--- src/rtl/sid_wave.sv ---
// sid_wave: SID voice waveform generator (triangle, saw, pulse, noise, AND-mix, sync/MSB taps).
// Define SID_WAVE_NOISE_WRITEBACK_EN to let the mixed output clear LFSR taps (noise lock-up).
module sid_wave #(
    parameter int          ACC_W      = 24,
    parameter int          OUT_W      = 12,
    parameter logic [22:0] NOISE_SEED = 23'h7FFFF8
) (
    input  logic             clk,
    input  logic             rst,
    input  logic [ACC_W-1:0] acc_in,
    input  logic [7:0]       ctrl,
    input  logic [OUT_W-1:0] pw,
    input  logic             ring_msb_in,
    output logic [OUT_W-1:0] wave_out,
    output logic             msb_out,
    output logic             sync_out
);
    logic             msb_q, b19_q, m, shift;
    logic [22:0]      lfsr_q, lfsr_d, lfsr_sh;
    logic [OUT_W-1:0] saw, tri_w, pulse, noise, mix, wave_d;
    logic             unused;

    assign unused = ^{ctrl[1:0], acc_in[11:0]};

    always_comb begin
        m       = acc_in[23] ^ (ctrl[2] & ring_msb_in);
        saw     = acc_in[23:12];
        tri_w   = {m ? ~acc_in[22:12] : acc_in[22:12], 1'b0};
        pulse   = (ctrl[3] | (acc_in[23:12] >= pw)) ? '1 : '0;
        noise   = {lfsr_q[20], lfsr_q[18], lfsr_q[14], lfsr_q[11],
                   lfsr_q[9], lfsr_q[5], lfsr_q[2], lfsr_q[0], 4'b0000};
        mix     = (ctrl[7] ? noise : '1) & (ctrl[6] ? pulse : '1) &
                  (ctrl[5] ? saw : '1) & (ctrl[4] ? tri_w : '1);
        wave_d  = |ctrl[7:4] ? mix : '0;
        shift   = acc_in[19] & ~b19_q;
        lfsr_sh = {lfsr_q[21:0], lfsr_q[22] ^ lfsr_q[17]};
`ifdef SID_WAVE_NOISE_WRITEBACK_EN
        // Combined noise+other waveforms pull the output taps low and feed that back
        if (ctrl[7] & |ctrl[6:4]) begin
            lfsr_sh[20] = lfsr_sh[20] & wave_d[11];
            lfsr_sh[18] = lfsr_sh[18] & wave_d[10];
            lfsr_sh[14] = lfsr_sh[14] & wave_d[9];
            lfsr_sh[11] = lfsr_sh[11] & wave_d[8];
            lfsr_sh[9]  = lfsr_sh[9]  & wave_d[7];
            lfsr_sh[5]  = lfsr_sh[5]  & wave_d[6];
            lfsr_sh[2]  = lfsr_sh[2]  & wave_d[5];
            lfsr_sh[0]  = lfsr_sh[0]  & wave_d[4];
        end
`endif
        lfsr_d  = ctrl[3] ? NOISE_SEED : (shift ? lfsr_sh : lfsr_q);
    end

    always_ff @(posedge clk) begin
        if (rst) begin
            wave_out <= '0;
            msb_out  <= 1'b0;
            sync_out <= 1'b0;
            msb_q    <= 1'b0;
            b19_q    <= 1'b0;
            lfsr_q   <= NOISE_SEED;
        end else begin
            wave_out <= wave_d;
            msb_out  <= acc_in[23];
            sync_out <= acc_in[23] & ~msb_q;
            msb_q    <= acc_in[23];
            b19_q    <= acc_in[19];
            lfsr_q   <= lfsr_d;
        end
    end
endmodule

--- config.mk ---
export PLATFORM = sky130hd
export DESIGN_NAME = sid_wave
export DESIGN_NICKNAME = d
export VERILOG_FILES = /design/src/rtl/sid_wave.sv
export SDC_FILE = /design/constraint.sdc
export NUM_CORES = 1
export LEC_CHECK = 0
export ABC_CLOCK_PERIOD_IN_PS = 2400
export CAP_MARGIN = 20
export CORE_UTILIZATION = 46
export CTS_BUF_LIST = sky130_fd_sc_hd__clkbuf_4 sky130_fd_sc_hd__clkbuf_8
export DETAILED_ROUTE_END_ITERATION = 8
export PLACE_DENSITY_LB_ADDON = 0.15
export SYNTH_ARGS = -nofsm -noshare
export SYNTH_HDL_FRONTEND = slang
export SYNTH_SLANG_ARGS = --single-unit
--- constraint.sdc ---
create_clock -name clk -period 2.4 [get_ports clk]
set_input_delay 0.36 -clock clk [delete_from_list [all_inputs] [get_ports clk]]
set_output_delay 0.36 -clock clk [all_outputs]
set_load 0.05 [all_outputs]
# ---- After elaboration in Yosys (flattened, before gate mapping)
# Cells that the tools add are included.
dict set report totals {
  ff_bits 38
  in_bits 47
  output_inout_bits 14
  elab_cells 28
}
dict set report classes {
  order_cmp 1
  n_mux 6
  bitwise 13
  reduce_logical 3
}
# op count
set ops {}
lappend ops {{12-bit two-way mux} 5}
lappend ops {{12-bit bitwise AND} 3}
lappend ops {{12-bit greater-or-equal comparator} 1}
lappend ops {{11-bit two-way mux} 1}
lappend ops {{11-bit NOT} 1}
lappend ops {{2-bit OR reduction} 2}
lappend ops {{4-bit OR reduction} 1}
lappend ops {{1-bit bitwise AND} 3}
lappend ops {{1-bit NOT} 3}
lappend ops {{1-bit bitwise XOR} 2}
lappend ops {{1-bit OR} 1}

# ---- Logic depth before layout (Yosys ltp)
# Gate-level depths: netlist (run 1).
dict set report depth {
  word_depth 7
  depth_mapped 8
}

# ---- Least setup slack after synthesis (run 1)
# OpenSTA, ideal clock, no wires.
dict set report synth_timing {
  path_kind {input -> register}
  start {input port acc_in[12]}
  end {register wave_out[3]}
  setup_ps 143
  arrival_ps 1702
  t_required_ps 2257
  path_slack_ps 555
  path_stages 8
  path_cell_list {inv_2 ha_1 nand2b_1 a2111oi_0 o21ai_1 a31oi_2 buf_6 a2111oi_2}
}
dict set report synth_between {
  elab_chain_len 7
}
# element line_no
set synth_rtl {}
lappend synth_rtl {{start, declared} 10} ;# input logic [ACC_W-1:0] acc_in,
lappend synth_rtl {{12-bit greater-or-equal comparator} 29} ;# pulse = (ctrl[3] | (acc_in[23:12] >= pw)) ? '1 : '0;
lappend synth_rtl {{1-bit OR} 29}
lappend synth_rtl {{12-bit two-way mux} 29}
lappend synth_rtl {{12-bit two-way mux} 32} ;# mix = (ctrl[7] ? noise : '1) & (ctrl[6] ? pulse : '1) &
lappend synth_rtl {{12-bit bitwise AND (2 in a row)} 32}
lappend synth_rtl {{12-bit bitwise AND} 33} ;# (ctrl[5] ? saw : '1) & (ctrl[4] ? tri_w : '1);
lappend synth_rtl {{end signal, assigned} 62} ;# wave_out <= wave_d;
lappend synth_rtl {{end, declared} 14} ;# output logic [OUT_W-1:0] wave_out,
# Every way passes these cells.
# A chain may end at the register's enable or synchronous reset.

# ---- Worst setup path after layout (run 1)
dict set report layout_timing {
  start {input port acc_in[12]}
  end {register wave_out[2]}
}
# Same word-level chain as after synthesis.

==> flow_summary.json, run 1 <==
{
  "ant_nets": 0,
  "post-synth-top-area-fraction": 0.4337,
  "rsz0062_at_grt": "false",
  "layout_common_cells": "clkdlybuf4s50_1 (46), nand2_1 (42), dfxtp_1 (38), nand3_1 (21), buf_4 (17)",
  "cts_resized": 0,
  "final_util": 0.6781,
  "ios": 61,
  "area_growth_pct": 41.51,
  "place_area_sq_um": 2370,
  "antenna_found_initial": 0,
  "tritoncts": "built",
  "syn-num-nets": 261,
  "grt_start_max_net_pins": 17,
  "leakagePower_nw": 1.106,
  "dp_slack_ns": -0.05939,
  "yosysWarnings": 0,
  "initial_core_util": 0.4792,
  "final-hold-violation-count": 0,
  "vias_per_cell": 5.023,
  "nFillCells": 322,
  "cts_setup_buffers": 0,
  "skew_ns": 0.005405,
  "critPathLaunchType": "primary input",
  "insertion_delay_ns": 0.29,
  "portBuffers": 46,
  "tns_ns": 0,
  "hpwl_mm": 2.876,
  "hold_buffers": 0,
  "endpoint_kind": "flop",
  "seq_area_frac_synth": 0.4337,
  "drt_pass1_iterations": 4,
  "n_antenna_cell": 0,
  "yosysTopAreaCell": "dfxtp_1",
  "wirelength_mm": 3.897,
  "placed_cells": 304,
  "fin_crit_ns": 2.149,
  "fin_ws_ns": 0.2507,
  "cp_max_fo": 8,
  "fin_cells": 311,
  "final_area_sq_um": 2482,
  "clk_path_buf_depth": 2,
  "yosysUniqueCellTypes": 30,
  "nets": 322,
  "arrival_ns": 2.31,
  "slew_headroom": 0.6477,
  "setup_viol": 0,
  "vias": 1562,
  "fmax_mhz": 465.3,
  "maxCapViolCount": 0,
  "p_per_area_nw_per_um2": 633.7,
  "grt_pass1_vias": 1489,
  "place.gp.congestion": 0.8058,
  "power.total_mw": 1.573,
  "grt_pass1_wl_mm": 6.782,
  "status": "finished, final reports clean",
  "clock_sinks": 38,
  "grt.total_usage": 0.2161,
  "avgSynthCellArea_sq_um": 8.684,
  "syn_inst": 202,
  "ir_drop_mv": 0.3607,
  "required_ns": 2.56,
  "drt-initial-drc-count": 67,
  "h-tree-depth": 2,
  "worst-setup-path-type": "primary input to flop",
  "ys_ff_latch": 38,
  "die_y_um": 63.76,
  "mostFrequentLayoutCell": "clkdlybuf4s50_1",
  "rows": 22,
  "hp-class": "flop to flop",
  "syn_area_sq_um": 1754,
  "clk_pin_slew_ns": 0.07,
  "drive_above_1_share": 0.1179,
  "coreArea_sq_um": 3661,
  "reg2reg_slack_ns": 1.27,
  "hold_ws_ns": 0.4174,
  "finalCritPeriodShare": 0.8956,
  "die_area_sq_um": 4065,
  "dieWidth_um": 63.76,
  "maxSlewViolCount": 0,
  "overflow": 0,
  "synthTopCellsByArea": "dfxtp_1 (43%), nand2_1 (9.0%), ha_1 (8.6%)",
  "cts_root_buf": "clkbuf_8",
  "drc": 0,
  "tightest_slew_ns": 0.5268,
  "post_drt_wl_per_cell_um": 12.53,
  "cts_buffers": 5
}
critical path, stage by stage:
cell and delay, ns:
clkdlybuf4s50_1 0.47, inv_2 0.04, ha_1 0.27, nand2b_1 0.14, a2111oi_0 0.39, o21ai_1 0.17
a31oi_2 0.20, buf_4 0.20, a2111oi_0 0.08
registers in the layout, summed over array words and instances, names as in the netlist:
signal / count
sync_out: 1
wave_out: 12
b19_q: 1
msb_q: 1
lfsr_q: 23
final cells by class:
| cell class | instances | area (sq um) | area share |
|---|---|---|---|
| inverters | 14 | 52.55 | 0.02117 |
| clock inverters | 1 | 30.03 | 0.01210 |
| well taps | 48 | 60.06 | 0.02419 |
| flip-flops and latches | 38 | 760.7 | 0.3065 |
| multi-input cells | 140 | 888.4 | 0.3579 |
| clock buffers | 6 | 82.58 | 0.03327 |
| repair buffers | 64 | 608.1 | 0.2450 |
cell usage after synthesis:
master / count
a31oi_2: 1
xnor2_1: 2
a2111oi_2: 2
mux2i_1: 2
nor2_2: 1
nor2_1: 7
a21boi_0: 1
a2111oi_1: 1
nor2b_1: 3
dfxtp_1: 38
o21ai_1: 1
a21oi_1: 3
nor3_1: 2
ha_1: 12
a211oi_1: 8
nand2_1: 42
a2111oi_0: 3
nor4_1: 1
o21a_1: 2
nand4_1: 1
nand3_1: 21
inv_2: 1
nor2b_2: 1
nand2b_1: 2
clkbuf_1: 8
xor2_1: 11
inv_1: 13
o22ai_1: 8
o211ai_1: 2
buf_6: 2
where the power goes:
part	leakage, nW	switching [mW]	total (mW)	internal, mW
clock	0.0573	0.212	0.544	0.332
sequential	0.312	0.0138	0.676	0.662
combinational	0.737	0.190	0.353	0.163
total	1.11	0.415	1.57	1.16
layer usage:
metal	track usage	wire length, um	vias up
met3	0.07143	208	8
met1	0.2787	1874	698
met2	0.3351	1747	46
met4	0.07670	65	0
met5	0	0	-
li1	-	-	810
path summary, 6_finish.rpt:
check,from,endpoint,cells past startpoint
max,acc_in[12],wave_out[2],9
max reg2reg,b19_q,lfsr_q[0],4
min reg2reg,msb_q,sync_out,1
min,msb_q,sync_out,1
cell families after synthesis:
kind of cell,synth area share
muxes,0.01141
xor gates and xnor gates,0.06491
buffers and inverters,0.05991
DFF,0.4337
adders and majority gates,0.08559
and+or+nand+nor,0.2040
AOI/OAI and AO/OA,0.1405
No activity file was read; power rests on OpenSTA's default activity.
==> run 2, diff against run 1 <==
Settings changed: CTS_CLUSTER_SIZE set to 28.
==> results of run 2 <==
Final layout, timing and power as in run 1 (identical DEF).
